--- src/rtl/echo_indication_arb.sv ---
// Shares one EchoIndication port (heard/heards) between two requesters, each behind its own FIFO.
// Latency: an entry pushed at edge N can issue in cycle N+1; at most one downstream issue per cycle.
// Backpressure: rN_*__RDY tracks FIFO not-full; a head whose method RDY is low is skipped, not blocking.

module echo_indication_arb_fifo #(
  parameter int WIDTH = 97,
  parameter int DEPTH = 2
) (
  input  logic             clk,
  input  logic             rst,
  input  logic             push_vld,
  input  logic [WIDTH-1:0] push_dat,
  input  logic             pop_vld,
  output logic             full,
  output logic             empty,
  output logic [WIDTH-1:0] head_dat
);
  // Generic DEPTH-entry FIFO with wrap-bit pointers.
  // Latency: written entry visible at head the cycle after the push edge.
  // Backpressure: pushes while full and pops while empty are ignored.

  localparam int AW = $clog2(DEPTH);
  localparam logic [AW:0] PTR_ONE = {{AW{1'b0}}, 1'b1};

  logic [WIDTH-1:0] mem [DEPTH];
  logic [AW:0]      wr_ptr;
  logic [AW:0]      rd_ptr;

  assign full     = (wr_ptr[AW] != rd_ptr[AW]) && (wr_ptr[AW-1:0] == rd_ptr[AW-1:0]);
  assign empty    = (wr_ptr == rd_ptr);
  assign head_dat = mem[rd_ptr[AW-1:0]];

  always_ff @(posedge clk) begin
    if (rst) begin
      wr_ptr <= '0;
      rd_ptr <= '0;
    end else begin
      if (push_vld && !full) wr_ptr <= wr_ptr + PTR_ONE;
      if (pop_vld && !empty) rd_ptr <= rd_ptr + PTR_ONE;
    end
  end

  always_ff @(posedge clk) begin
    if (push_vld && !full) mem[wr_ptr[AW-1:0]] <= push_dat;
  end

endmodule

module echo_indication_arb #(
  parameter int DEPTH = 2
) (
  input  logic        CLK,
  input  logic        RST,
  input  logic        r0_heard__ENA,
  input  logic [31:0] r0_heard_v,
  output logic        r0_heard__RDY,
  input  logic        r0_heards__ENA,
  input  logic [15:0] r0_heards_ahEnd,
  input  logic [15:0] r0_heards_ahFrontEnd,
  input  logic [7:0]  r0_heards_ahBackSync,
  input  logic [7:0]  r0_heards_ahSyncWidth,
  input  logic [15:0] r0_heards_avEnd,
  input  logic [15:0] r0_heards_avFrontEnd,
  input  logic [7:0]  r0_heards_avBackSync,
  input  logic [7:0]  r0_heards_avSyncWidth,
  output logic        r0_heards__RDY,
  input  logic        r1_heard__ENA,
  input  logic [31:0] r1_heard_v,
  output logic        r1_heard__RDY,
  input  logic        r1_heards__ENA,
  input  logic [15:0] r1_heards_ahEnd,
  input  logic [15:0] r1_heards_ahFrontEnd,
  input  logic [7:0]  r1_heards_ahBackSync,
  input  logic [7:0]  r1_heards_ahSyncWidth,
  input  logic [15:0] r1_heards_avEnd,
  input  logic [15:0] r1_heards_avFrontEnd,
  input  logic [7:0]  r1_heards_avBackSync,
  input  logic [7:0]  r1_heards_avSyncWidth,
  output logic        r1_heards__RDY,
  output logic        ind_heard__ENA,
  output logic [31:0] ind_heard_v,
  input  logic        ind_heard__RDY,
  output logic        ind_heards__ENA,
  output logic [15:0] ind_heards_ahEnd,
  output logic [15:0] ind_heards_ahFrontEnd,
  output logic [7:0]  ind_heards_ahBackSync,
  output logic [7:0]  ind_heards_ahSyncWidth,
  output logic [15:0] ind_heards_avEnd,
  output logic [15:0] ind_heards_avFrontEnd,
  output logic [7:0]  ind_heards_avBackSync,
  output logic [7:0]  ind_heards_avSyncWidth,
  input  logic        ind_heards__RDY,
  output logic        r0_err,
  output logic        r1_err
);

  typedef struct packed {
    logic [15:0] ah_end;
    logic [15:0] ah_front_end;
    logic [7:0]  ah_back_sync;
    logic [7:0]  ah_sync_width;
    logic [15:0] av_end;
    logic [15:0] av_front_end;
    logic [7:0]  av_back_sync;
    logic [7:0]  av_sync_width;
  } heards_t;

  // kind 0 = heard (v in body[31:0]), kind 1 = heards.
  typedef struct packed {
    logic    kind;
    heards_t body;
  } entry_t;

  logic [1:0] heard_ena;
  logic [1:0] heards_ena;
  entry_t     heard_ent  [2];
  entry_t     heards_ent [2];
  entry_t     push_dat   [2];
  entry_t     head       [2];
  logic [1:0] push_vld;
  logic [1:0] pop_vld;
  logic [1:0] full;
  logic [1:0] empty;
  logic [1:0] elig;
  logic [1:0] err;
  logic       gnt;
  logic       issue;
  logic       last_grant;
  entry_t     sel;

  assign heard_ena  = {r1_heard__ENA, r0_heard__ENA};
  assign heards_ena = {r1_heards__ENA, r0_heards__ENA};

  assign heard_ent[0] = {1'b0, 64'd0, r0_heard_v};
  assign heard_ent[1] = {1'b0, 64'd0, r1_heard_v};
  assign heards_ent[0] = {1'b1,
                          r0_heards_ahEnd, r0_heards_ahFrontEnd, r0_heards_ahBackSync, r0_heards_ahSyncWidth,
                          r0_heards_avEnd, r0_heards_avFrontEnd, r0_heards_avBackSync, r0_heards_avSyncWidth};
  assign heards_ent[1] = {1'b1,
                          r1_heards_ahEnd, r1_heards_ahFrontEnd, r1_heards_ahBackSync, r1_heards_ahSyncWidth,
                          r1_heards_avEnd, r1_heards_avFrontEnd, r1_heards_avBackSync, r1_heards_avSyncWidth};

  for (genvar n = 0; n < 2; n++) begin : g_req
    // heards wins a same-cycle collision; the heard call is dropped and flagged.
    assign push_vld[n] = (heard_ena[n] | heards_ena[n]) & ~full[n] & ~RST;
    assign push_dat[n] = heards_ena[n] ? heards_ent[n] : heard_ent[n];

    echo_indication_arb_fifo #(
      .WIDTH ($bits(entry_t)),
      .DEPTH (DEPTH)
    ) u_fifo (
      .clk      (CLK),
      .rst      (RST),
      .push_vld (push_vld[n]),
      .push_dat (push_dat[n]),
      .pop_vld  (pop_vld[n]),
      .full     (full[n]),
      .empty    (empty[n]),
      .head_dat (head[n])
    );

    assign elig[n] = ~empty[n] & (head[n].kind ? ind_heards__RDY : ind_heard__RDY);

    always_ff @(posedge CLK) begin
      if (RST) begin
        err[n] <= 1'b0;
      end else if (((heard_ena[n] | heards_ena[n]) & full[n]) | (heard_ena[n] & heards_ena[n])) begin
        err[n] <= 1'b1;
      end
    end
  end

  assign r0_heard__RDY  = ~full[0];
  assign r0_heards__RDY = ~full[0];
  assign r1_heard__RDY  = ~full[1];
  assign r1_heards__RDY = ~full[1];
  assign r0_err         = err[0];
  assign r1_err         = err[1];

  // Ties go to the requester that did not issue last.
  assign gnt        = (elig[0] & elig[1]) ? ~last_grant : elig[1];
  assign issue      = (elig[0] | elig[1]) & ~RST;
  assign sel        = head[gnt];
  assign pop_vld[0] = issue & ~gnt;
  assign pop_vld[1] = issue & gnt;

  always_ff @(posedge CLK) begin
    if (RST) begin
      last_grant <= 1'b1;
    end else if (issue) begin
      last_grant <= gnt;
    end
  end

  assign ind_heard__ENA  = issue & ~sel.kind;
  assign ind_heards__ENA = issue & sel.kind;

  assign ind_heard_v            = ind_heard__ENA  ? sel.body[31:0]         : 32'd0;
  assign ind_heards_ahEnd       = ind_heards__ENA ? sel.body.ah_end        : 16'd0;
  assign ind_heards_ahFrontEnd  = ind_heards__ENA ? sel.body.ah_front_end  : 16'd0;
  assign ind_heards_ahBackSync  = ind_heards__ENA ? sel.body.ah_back_sync  : 8'd0;
  assign ind_heards_ahSyncWidth = ind_heards__ENA ? sel.body.ah_sync_width : 8'd0;
  assign ind_heards_avEnd       = ind_heards__ENA ? sel.body.av_end        : 16'd0;
  assign ind_heards_avFrontEnd  = ind_heards__ENA ? sel.body.av_front_end  : 16'd0;
  assign ind_heards_avBackSync  = ind_heards__ENA ? sel.body.av_back_sync  : 8'd0;
  assign ind_heards_avSyncWidth = ind_heards__ENA ? sel.body.av_sync_width : 8'd0;

endmodule

--- config.mk ---
export PLATFORM = sky130hd
export DESIGN_NAME = echo_indication_arb
export DESIGN_NICKNAME = d
export VERILOG_FILES = /design/src/rtl/echo_indication_arb.sv
export SDC_FILE = /design/constraint.sdc
export NUM_CORES = 1
export LEC_CHECK = 0
export BUFFER_PORTS_ARGS = -buffer_cell sky130_fd_sc_hd__clkbuf_2
export CAP_MARGIN = 20
export CELL_PAD_IN_SITES_DETAIL_PLACEMENT = 1
export CELL_PAD_IN_SITES_GLOBAL_PLACEMENT = 1
export CORE_MARGIN = 2
export CORE_UTILIZATION = 48
export DETAILED_ROUTE_END_ITERATION = 12
export GPL_TIMING_DRIVEN = 0
export HOLD_SLACK_MARGIN = 0.08
export MAX_ROUTING_LAYER = met4
export PLACE_DENSITY = 0.95
export SYNTH_ARGS = -nofsm -noshare
export SYNTH_HDL_FRONTEND = slang
export SYNTH_SLANG_ARGS = --single-unit
export TNS_END_PERCENT = 1
--- constraint.sdc ---
create_clock -name CLK -period 22.2 [get_ports CLK]
set_clock_uncertainty 0.1 [all_clocks]
set_input_delay 3.33 -clock CLK [delete_from_list [all_inputs] [get_ports CLK]]
set_output_delay 3.33 -clock CLK [all_outputs]
set_load 0.05 [all_outputs]
==> impl_metrics.csv <==
group,metric,value,unit
outcome,status,"complete, no violations",
cts,clockRootBuffer,"clkbuf_16",
logic_synthesis,avgSynthCellArea,12.70,um^2
sta,min_period,9.515,ns
cts,clk_pin_slew,0.05,ns
grt,overflow,0,
logic_synthesis,synth-seq-area-share,0.6217,
placement,portBuffers,398,
sta,setup_ws,12.69,ns
grt,grt_usage,0.3412,
setup_path,crit_type,"input port to output pin",
placement,place_congestion,0.9217,
finish,area_growth,23.87,%
route,vias,15300,
cts,clkSinkCount,401,
cts,htreeDepth,2,
die,io_pins,400,
finish,nNetsFinal,2274,
pwr,seqPwrFrac,0.363,
pwr,power_density,109.4,mW/mm^2
logic_synthesis,ys_warn_count,0,
route,antenna_left,0,
sta,finalSetupViolCount,0,
finish,drive_gt1_frac,0.3068,
sta,fmax,105.1,MHz
route,drc,0,
setup_path,end_kind,"output pin",
logic_synthesis,synth_cell_types,31,
job,drv_cap,0,
route,drt_pass1_iterations,5,
setup_path,startpoint_type,"input port",
die,row_count,73,
grt,grt_max_degree,14,
logic_synthesis,synthCells,1509,
grt,first_global_vias,16610,
pwr,pwr-share-comb,0.357,
sta,tns,0,ns
pwr,power_frac_clock,0.280,
route,avgViaCountPerCell,5.923,
sta,period_share,0.4286,
logic_synthesis,syn_area,0.01916,mm^2
min_path,hp-class,"flip-flop to flip-flop",
grt,antenna_found_initial,14,
logic_synthesis,synth_area_leaders,"edfxtp_1 61%, mux2i_1 10%, or4_1 5.1%, and2_1 4.2%, mux2_2 4.1%",
sta,slew_headroom,0.3026,
logic_synthesis,ys_seq_elements,401,
setup_path,critPathRequiredTime,18.77,ns
logic_synthesis,synth_fp_nets,1773,
route,postRouteWirelength,69330,um
sta,drv_slew,0,
pwr,swShare,0.3843,
cts,clockBufferDepth,3,
cts,cts_made_buffers,45,
sta,worst_pin_slew,1.037,ns
cts,hold_buffers,0,
die,die_x,203.8,um
die,coreArea,0.03955,mm^2
cts,cts_setup_buffers,0,
sta,rsz0062_at_grt,"no",
placement,dp_hpwl,51680,um
setup_path,crit_fanout,10,
grt,grt_pass1_wl,102100,um
setup_path,arrival,6.08,ns
sta,hold_violations,0,
cts,cts_resized,0,
route,wl_per_cell,26.84,um
cts,clk_latency,0.58,ns
pwr,p_int,1.598,mW
die,start_util,0.4844,
logic_synthesis,netlist.area_leader.share,0.6082,
die,dieArea,0.04153,mm^2
sta,whs,0.4069,ns
route,drt_iter0_drc,1171,
placement,dp_slack,12.60,ns
pwr,power.switching,0.9977,mW
pwr,irDropWorstVdd,79.94,uV
cts,cts_tree,"built",
finish,nFillCells,4134,
die,die_h,203.8,um
logic_synthesis,synth_top_area_cell,"edfxtp_1",
pwr,leakagePower,8.573,nW
## state kept, by name (all words and copies together), names as in the netlist, named ones only
name / flops
g_req.u_fifo.mem: 388
g_req.u_fifo.rd_ptr: 4
g_req.u_fifo.wr_ptr: 4
last_grant: 1
r0_err: 1
r1_err: 1
## synthesized netlist by cell type (all sizes together)
cell type,number
a21oi,134
and2,128
and3b,1
buf,34
clkbuf,111
dfxtp,13
edfxtp,388
inv,4
maj3,2
mux2,69
mux2i,196
nor2,142
nor2b,4
nor3b,1
nor4,2
nor4b,2
o211ai,2
o21ai,135
o31ai,1
or2,1
or3,4
or4,129
xnor2,4
xor2,2
## layout make-up
type | count | area (um^2) | area share
Clock buffer | 56 | 1240 | 0.05225
Sequential cell | 401 | 11910 | 0.5019
Clock inverter | 25 | 181.4 | 0.007645
Timing Repair Buffer | 454 | 2435 | 0.1026
Multi-Input combinational cell | 959 | 6653 | 0.2803
Buffer | 145 | 604.3 | 0.02547
Tap cell | 525 | 656.9 | 0.02768
Inverter | 4 | 15.01 | 0.0006327
Antenna cell | 14 | 35.03 | 0.001476
## worst paths after layout
kind                        start                   endpoint  slack (ns)  cells past startpoint
setup / recovery  ind_heards__RDY             ind_heard__ENA       12.69                      9
hold / removal             r1_err                     r1_err        0.41                      2
setup reg to reg        flip-flop  g_req[1].u_fifo.rd_ptr[0]       18.84                      7
hold reg to reg            r1_err                     r1_err        0.41                      2
## power groups by stage
stage	clock, mW	combinational [mW]	sequential, mW
after global placement	0	0.842	0.988
after floorplan	0	0.586	0.971
after global routing	0.763	0.981	0.947
after CTS	0.733	0.914	0.942
final	0.728	0.927	0.942
after detailed placement	0	0.905	0.956
## critical path, cell delays in order
cell      delay [ns]
clkbuf_2        0.10
mux2i_2         0.32
nor2_1          0.14
o21ai_1         0.42
clkbuf_1        0.51
buf_6           0.25
clkbuf_1        0.48
a21oi_1         0.22
clkbuf_2        0.29
## cells by family (layout without fill, tap and decap cells)
| family | Yosys count | count (layout) | synth area share |
|---|---|---|---|
| other | 0 | 14 | 0 |
| flip-flops | 401 | 401 | 0.6217 |
| adder cells (fa/ha/maj) | 2 | 2 | 0.001045 |
| buffers and inverters | 149 | 684 | 0.03233 |
| AND/OR/NAND/NOR | 414 | 414 | 0.1262 |
| XOR/XNOR | 6 | 6 | 0.002743 |
| multiplexers | 265 | 265 | 0.1445 |
| AO/OA/AOI/OAI | 272 | 272 | 0.07145 |
## metrics by stage
step | instance area (um^2) | total power, mW | utilization | instances
after global placement | 21810 | 1.830 | 0.5514 | 2432
after floorplan | 19160 | 1.557 | - | 1509
after CTS | 23690 | 2.589 | 0.5989 | 2568
after detailed placement | 22260 | 1.861 | 0.5629 | 2487
after global routing | 23730 | 2.690 | 0.6001 | 2583
final | 23730 | 2.596 | 0.6001 | 2583
## routing by layer
metal	vias up	share of wire	track usage
met3	198	0.069	0.05641
li1	6691	-	-
met4	0	0.049	0.1775
met2	765	0.51	0.5759
met1	7644	0.37	0.3921
met5	-	0	-
## cells in the final DEF, fill, tap and decap left out, drive strengths merged, types with 4 or more instances in the layout
| cell | count |
|---|---|
| a21oi | 134 |
| diode | 14 |
| or3 | 4 |
| or4 | 129 |
| inv | 5 |
| xnor2 | 4 |
| clkinv | 20 |
| buf | 90 |
| edfxtp | 388 |
| nor2b | 4 |
| clkbuf | 565 |
| mux2 | 69 |
| nor2 | 142 |
| and2 | 128 |
| mux2i | 196 |
| o21ai | 135 |
| dfxtp | 13 |
Note: power is estimated with default switching activity, not from simulation.
